$ cat src/rtl/axi_lite_master.sv
// AXI4-Lite single-outstanding master.
// Takes one command at a time from a simple valid/ready port and runs it
// as an AXI-Lite write (AW+W, then B) or read (AR, then R). A one-cycle
// rsp_valid pulse reports completion. An optional watchdog abandons a
// transaction that the slave never answers.
module axi_lite_master #(
   parameter int TIMEOUT = 1024
) (
   input  logic        aclk,
   input  logic        aresetn,
   // command side
   input  logic        cmd_valid,
   output logic        cmd_ready,
   input  logic        cmd_write,
   input  logic [31:0] cmd_addr,
   input  logic [31:0] cmd_wdata,
   input  logic [3:0]  cmd_wstrb,
   // completion side
   output logic        rsp_valid,
   output logic [31:0] rsp_rdata,
   output logic [1:0]  rsp_resp,
   output logic        rsp_timeout,
   // write address channel
   output logic [31:0] m_axi_awaddr,
   output logic [2:0]  m_axi_awprot,
   output logic        m_axi_awvalid,
   input  logic        m_axi_awready,
   // write data channel
   output logic [31:0] m_axi_wdata,
   output logic [3:0]  m_axi_wstrb,
   output logic        m_axi_wvalid,
   input  logic        m_axi_wready,
   // write response channel
   input  logic [1:0]  m_axi_bresp,
   input  logic        m_axi_bvalid,
   output logic        m_axi_bready,
   // read address channel
   output logic [31:0] m_axi_araddr,
   output logic [2:0]  m_axi_arprot,
   output logic        m_axi_arvalid,
   input  logic        m_axi_arready,
   // read data channel
   input  logic [31:0] m_axi_rdata,
   input  logic [1:0]  m_axi_rresp,
   input  logic        m_axi_rvalid,
   output logic        m_axi_rready
);

   typedef enum logic [2:0] {
      IDLE       = 3'd0,
      WADDR_DATA = 3'd1,
      WRESP      = 3'd2,
      RADDR      = 3'd3,
      RDATA      = 3'd4
   } state_t;

   // Counter width covers 0..TIMEOUT; a 1-bit dummy when the watchdog is off.
   localparam int            CW   = (TIMEOUT > 0) ? $clog2(TIMEOUT + 1) : 1;
   localparam logic [CW-1:0] CMAX = CW'(TIMEOUT);
   // During cycle k after accept the counter reads k; firing at TIMEOUT-1
   // places the timeout completion pulse exactly TIMEOUT cycles after accept.
   localparam logic [CW-1:0] CLIM = (TIMEOUT > 0) ? CW'(TIMEOUT - 1) : '0;

   state_t        state_q, state_d;
   logic [31:0]   addr_q, wdata_q;
   logic [3:0]    wstrb_q;
   logic          awvalid_q, wvalid_q, arvalid_q;
   logic [CW-1:0] cnt_q;
   logic          rdy_en_q;
   logic          rsp_valid_q, rsp_timeout_q;
   logic [31:0]   rsp_rdata_q;
   logic [1:0]    rsp_resp_q;

   logic busy, accept;
   logic aw_hs, w_hs, ar_hs, b_hs, r_hs;
   logic tmo_hit, tmo_fire;

   assign busy     = (state_q != IDLE);
   assign accept   = cmd_valid && cmd_ready;
   assign aw_hs    = awvalid_q && m_axi_awready;
   assign w_hs     = wvalid_q  && m_axi_wready;
   assign ar_hs    = arvalid_q && m_axi_arready;
   assign b_hs     = (state_q == WRESP) && m_axi_bvalid;
   assign r_hs     = (state_q == RDATA) && m_axi_rvalid;
   assign tmo_hit  = (TIMEOUT != 0) && busy && (cnt_q >= CLIM);
   // A response arriving in the watchdog's last cycle still completes normally.
   assign tmo_fire = tmo_hit && !b_hs && !r_hs;

   // State register.
   always_ff @(posedge aclk or negedge aresetn) begin
      if (!aresetn) state_q <= IDLE;
      else          state_q <= state_d;
   end

   // Next-state logic.
   always_comb begin
      state_d = state_q;
      case (state_q)
         IDLE:       if (accept) state_d = cmd_write ? WADDR_DATA : RADDR;
         WADDR_DATA: begin
            if (tmo_fire)
               state_d = IDLE;
            else if ((!awvalid_q || m_axi_awready) && (!wvalid_q || m_axi_wready))
               state_d = WRESP;
         end
         WRESP:      if (b_hs || tmo_fire) state_d = IDLE;
         RADDR: begin
            if (tmo_fire)   state_d = IDLE;
            else if (ar_hs) state_d = RDATA;
         end
         RDATA:      if (r_hs || tmo_fire) state_d = IDLE;
         default:    state_d = IDLE;
      endcase
   end

   // Command capture: the AXI payload comes only from these registers.
   always_ff @(posedge aclk or negedge aresetn) begin
      if (!aresetn) begin
         addr_q  <= '0;
         wdata_q <= '0;
         wstrb_q <= '0;
      end else if (accept) begin
         addr_q  <= cmd_addr;
         wdata_q <= cmd_wdata;
         wstrb_q <= cmd_wstrb;
      end
   end

   // Channel valids: raised at accept, each dropped after its own handshake
   // or when the watchdog abandons the transaction.
   always_ff @(posedge aclk or negedge aresetn) begin
      if (!aresetn) begin
         awvalid_q <= 1'b0;
         wvalid_q  <= 1'b0;
         arvalid_q <= 1'b0;
      end else if (accept) begin
         awvalid_q <= cmd_write;
         wvalid_q  <= cmd_write;
         arvalid_q <= !cmd_write;
      end else begin
         if (aw_hs || tmo_fire) awvalid_q <= 1'b0;
         if (w_hs  || tmo_fire) wvalid_q  <= 1'b0;
         if (ar_hs || tmo_fire) arvalid_q <= 1'b0;
      end
   end

   // Watchdog: saturating cycle count since accept, cleared while idle.
   always_ff @(posedge aclk or negedge aresetn) begin
      if (!aresetn)           cnt_q <= '0;
      else if (accept)        cnt_q <= CW'(1);
      else if (!busy)         cnt_q <= '0;
      else if (cnt_q != CMAX) cnt_q <= cnt_q + CW'(1);
   end

   // Holds cmd_ready low until the first clock edge after reset release.
   always_ff @(posedge aclk or negedge aresetn) begin
      if (!aresetn) rdy_en_q <= 1'b0;
      else          rdy_en_q <= 1'b1;
   end

   // Completion pulse and captured response, one cycle after the event.
   always_ff @(posedge aclk or negedge aresetn) begin
      if (!aresetn) begin
         rsp_valid_q   <= 1'b0;
         rsp_timeout_q <= 1'b0;
         rsp_rdata_q   <= '0;
         rsp_resp_q    <= '0;
      end else begin
         rsp_valid_q   <= b_hs || r_hs || tmo_fire;
         rsp_timeout_q <= tmo_fire;
         if (b_hs) begin
            rsp_rdata_q <= '0;
            rsp_resp_q  <= m_axi_bresp;
         end else if (r_hs) begin
            rsp_rdata_q <= m_axi_rdata;
            rsp_resp_q  <= m_axi_rresp;
         end else if (tmo_fire) begin
            rsp_rdata_q <= '0;
            rsp_resp_q  <= 2'b10;
         end
      end
   end

   assign cmd_ready     = rdy_en_q && (state_q == IDLE);
   assign rsp_valid     = rsp_valid_q;
   assign rsp_rdata     = rsp_rdata_q;
   assign rsp_resp      = rsp_resp_q;
   assign rsp_timeout   = rsp_timeout_q;

   assign m_axi_awaddr  = addr_q;
   assign m_axi_awprot  = 3'b000;
   assign m_axi_awvalid = awvalid_q;
   assign m_axi_wdata   = wdata_q;
   assign m_axi_wstrb   = wstrb_q;
   assign m_axi_wvalid  = wvalid_q;
   assign m_axi_bready  = (state_q == WRESP);
   assign m_axi_araddr  = addr_q;
   assign m_axi_arprot  = 3'b000;
   assign m_axi_arvalid = arvalid_q;
   assign m_axi_rready  = (state_q == RDATA);

endmodule
$ cat config.mk
export PLATFORM = sky130hd
export DESIGN_NAME = axi_lite_master
export DESIGN_NICKNAME = d
export VERILOG_FILES = /design/src/rtl/axi_lite_master.sv
export SDC_FILE = /design/constraint.sdc
export NUM_CORES = 1
export LEC_CHECK = 0
export ABC_AREA = 1
export BUFFER_PORTS_ARGS = -buffer_cell sky130_fd_sc_hd__buf_2
export CORE_UTILIZATION = 46
export CTS_CLUSTER_SIZE = 25
export DETAILED_ROUTE_END_ITERATION = 16
export GPL_TIMING_DRIVEN = 0
export MAX_ROUTING_LAYER = met4
export PLACE_DENSITY = 0.8
export SLEW_MARGIN = 20
export SYNTH_ARGS = -nofsm -noshare
export SYNTH_HDL_FRONTEND = slang
export SYNTH_SLANG_ARGS = --single-unit
$ cat constraint.sdc
create_clock -name aclk -period 2.06 [get_ports aclk]
set_clock_uncertainty 0.15 [all_clocks]
set_input_delay 0.412 -clock aclk [delete_from_list [all_inputs] [get_ports aclk]]
set_output_delay 0.412 -clock aclk [all_outputs]
set_load 0.03 [all_outputs]
==> results.cfg <==
[cells_and_area]
area_growth_pct = 40.70
final_layout_size_suffix_gt1_share_pct = 52.11
layout.nets = 864
final_area_um2 = 7396
final_util_pct = 67.34
diodes = 0

[critical_path]
worstPathRequired_ns = 1.50
worst-path-max-fanout = 4
r2r_cells = 7
start_kind = register
r2r-end = m_axi_araddr[11]
r2r_start = state_q[2]
r2r_slack_ns = 0.10
arrival_ns = 1.43
critical_path_class = reg -> out
worstSetupEndpointType = output port

[sta]
min_period_over_period_pct = 96.89
setup_viol_count_final = 0
max_freq_mhz = 501.0
drv_slew = 0
maxSlewHeadroom_pct = 64.68
finalHoldViolations = 0
worst_pin_slew_ns = 0.5250
min_period_ns = 1.996

[clock_tree]
clockRootBuffer = clkbuf_16
htree_levels = 4
cts_tree = yes
clkTransAtPathRegs_ns = 0.05
worstSkewPairLatency_ns = 0.41
clockBufferDepth = 2
clkSinkCount = 122
cts_buffers = 17

[logic_synthesis]
ys_async_sr_fraction_pct = 100.0
yosysMostFrequentCell = dfrtp_1
synth_commonest_cells = dfrtp_1, inv_1, nand2_1
yosysTopAreaCell = dfrtp_1
post_synth_num_cell_types = 32
ys_ff_latch = 122
syn-cell-area_um2 = 5256
netlist.area_leader.share_pct = 58.08
ys.flop_type = dfrtp_1
synthTopCellsByArea = dfrtp_1, mux2_2, buf_4
syn_area_per_cell_um2 = 11.23
seq_area_frac_synth_pct = 58.08
syn_inst = 468
synth-edff-count = 0
yosysWarnings = 0

[drt]
wl_met2_um = 6865
num_vias = 4321
drtAntennaViolNets = 0
drt-initial-drc-count = 204
route.detailed.drc = 0
routed-wl-met3_um = 951
via_per_inst = 4.801
route.detailed.wl_per_inst_um = 14.36
m1WireLength_um = 4864
wl_um = 12930
dr.pass1.iters = 4
highest_layer = met4

[power_and_ir_drop]
p_sw_share_pct = 20.89
pwr-share-seq_pct = 42.5
clkPwrFrac_pct = 51.7
power.internal_mw = 4.566
p_leak_nw = 4.416
combPwrFrac_pct = 5.8
p_switching_mw = 1.205
vdd_ir_drop_max_mv = 0.6362
power_density_nw_per_um2 = 780.3

[min_path]
min_path_type = in -> reg
min_to = rsp_rdata[26]
hold_depth = 3
worstHoldStart = m_axi_rdata[26]

[place]
io_buffers = 254
place_area_um2 = 6755
dp_hpwl_um = 9704
globalplace.congestion = 0.8778

[floorplan]
die-area_um2 = 11860
fp-row-count = 38
core_area_um2 = 10980
ios = 261
start_util_pct = 47.86
die_x_um = 108.9
die_h_um = 108.9

[grt]
overflow = 0
grt_max_degree = 75
first_global_vias = 4234
antenna_found_initial = 0
grtUsageTotal_pct = 22.78
grt_pass1_wl_um = 19650

[outcome]
status = completed

[run]
drv_cap = 0
==> worst max-delay path, stage by stage, from the launching register on <==
cell and delay (ns):
dfrtp_1 0.43, nor3_4 0.25, inv_2 0.09, nor2_4 0.10, buf_4 0.17
==> cell type report <==
class,count,area [µm²]
plain buffers,53,406.6
clock buffers,21,480.5
clock inverters,9,120.1
fillers,832,3587
inverters,63,236.5
multi-input cells,235,1599
flip-flops and latches,122,3053
well taps,140,175.2
repair buffers,257,1325
==> power groups by stage <==
| stage | Sequential (mW) | Clock, mW | Combinational, mW |
|---|---|---|---|
| 2_1_floorplan | 2.56 | 0 | 0.0549 |
| 3_3_place_gp | 2.49 | 0 | 0.319 |
| 3_5_place_dp | 2.49 | 0 | 0.334 |
| 4_1_cts | 2.45 | 3.04 | 0.339 |
| 5_1_grt | 2.46 | 3.15 | 0.366 |
| 6_report | 2.45 | 2.98 | 0.335 |
==> through the flow <==
stage	setup slack [ns]	setup TNS (ns)	hold slack (ns)	cells	power, mW
2_1_floorplan	0.1960	0	-0.03359	473	2.619
3_5_place_dp	0.02320	0	0.2268	868	2.827
3_3_place_gp	-1.018	-123.14	0.3342	867	2.811
4_1_cts	0.004713	0	0.04765	900	5.832
5_1_grt	-0.004083	-0.004083	0.05843	900	5.972
6_report	0.06404	0	0.06197	900	5.771
==> kinds of logic after synthesis <==
logic type	after synthesis	share of synthesized area, %
flip-flops	122	58.08
buffers and inverters	116	12.12
AND/OR/NAND/NOR	99	8.617
multiplexers	68	14.57
AO/OA/AOI/OAI	58	5.832
adder cells (fa/ha/maj)	2	0.4760
other	2	0.1429
XOR/XNOR	1	0.1667
==> layer usage <==
metal	vias to the layer above	GRT usage (%)
li1	2046	-
met3	25	6.515
met5	-	-
met1	2029	24.05
met2	221	39.40
met4	0	10.23
==> cell usage in the layout, fill, tap and decap left out, types with 2 or more instances in the layout <==
cell type and n:
buf_2 256, dfrtp_1 122, inv_1 62, nand2_1 55
mux2_2 46, buf_4 40, o21ai_0 22, mux2_1 22
o21ai_1 21, clkbuf_16 17, nor2_1 12, nand3_1 12
buf_6 8, a21oi_1 7, conb_1 7, clkinv_2 6
nand4_1 4, clkbuf_8 4, nor2_2 3, clkbuf_2 3
nor3_1 3, nor4_1 3, bufinv_16 3, nand3_2 2
nand2_2 2, a31oi_1 2, o22ai_1 2, a211oi_1 2
ha_1 2
==> state kept, by name (all words and copies together), names as in the netlist <==
register and cells:
m_axi_wstrb 4, m_axi_awvalid 1, rsp_resp 2, rsp_valid 1, cnt_q 11, rsp_timeout 1
m_axi_wdata 32, rdy_en_q 1, state_q 3, rsp_rdata 32, m_axi_arvalid 1, m_axi_wvalid 1
m_axi_araddr 32
==> timing repair <==
action | in CTS | in global routing
hold endpoints to repair | 48 | 0
setup buffers | 1 | 0
resized for setup | 1 | 9
setup endpoints to repair | 1 | 42
pin swaps | 1 | 0
hold buffers | 1 | 0
==> worst max path at each step <==
stage	from	to	slack, ns	depth (start not counted)
final	state_q[2]	cmd_ready	0.06	4
after global routing	state_q[1]	cmd_ready	-0.004	4
after CTS	state_q[0]	rsp_rdata[10]	0.005	8
after detailed placement	state_q[0]	m_axi_araddr[15]	0.02	7
after global placement	aresetn	m_axi_wdata[27]	-1.02	1
after floorplan	state_q[0]	m_axi_araddr[10]	0.20	7
(Power assumes the default switching activity.)
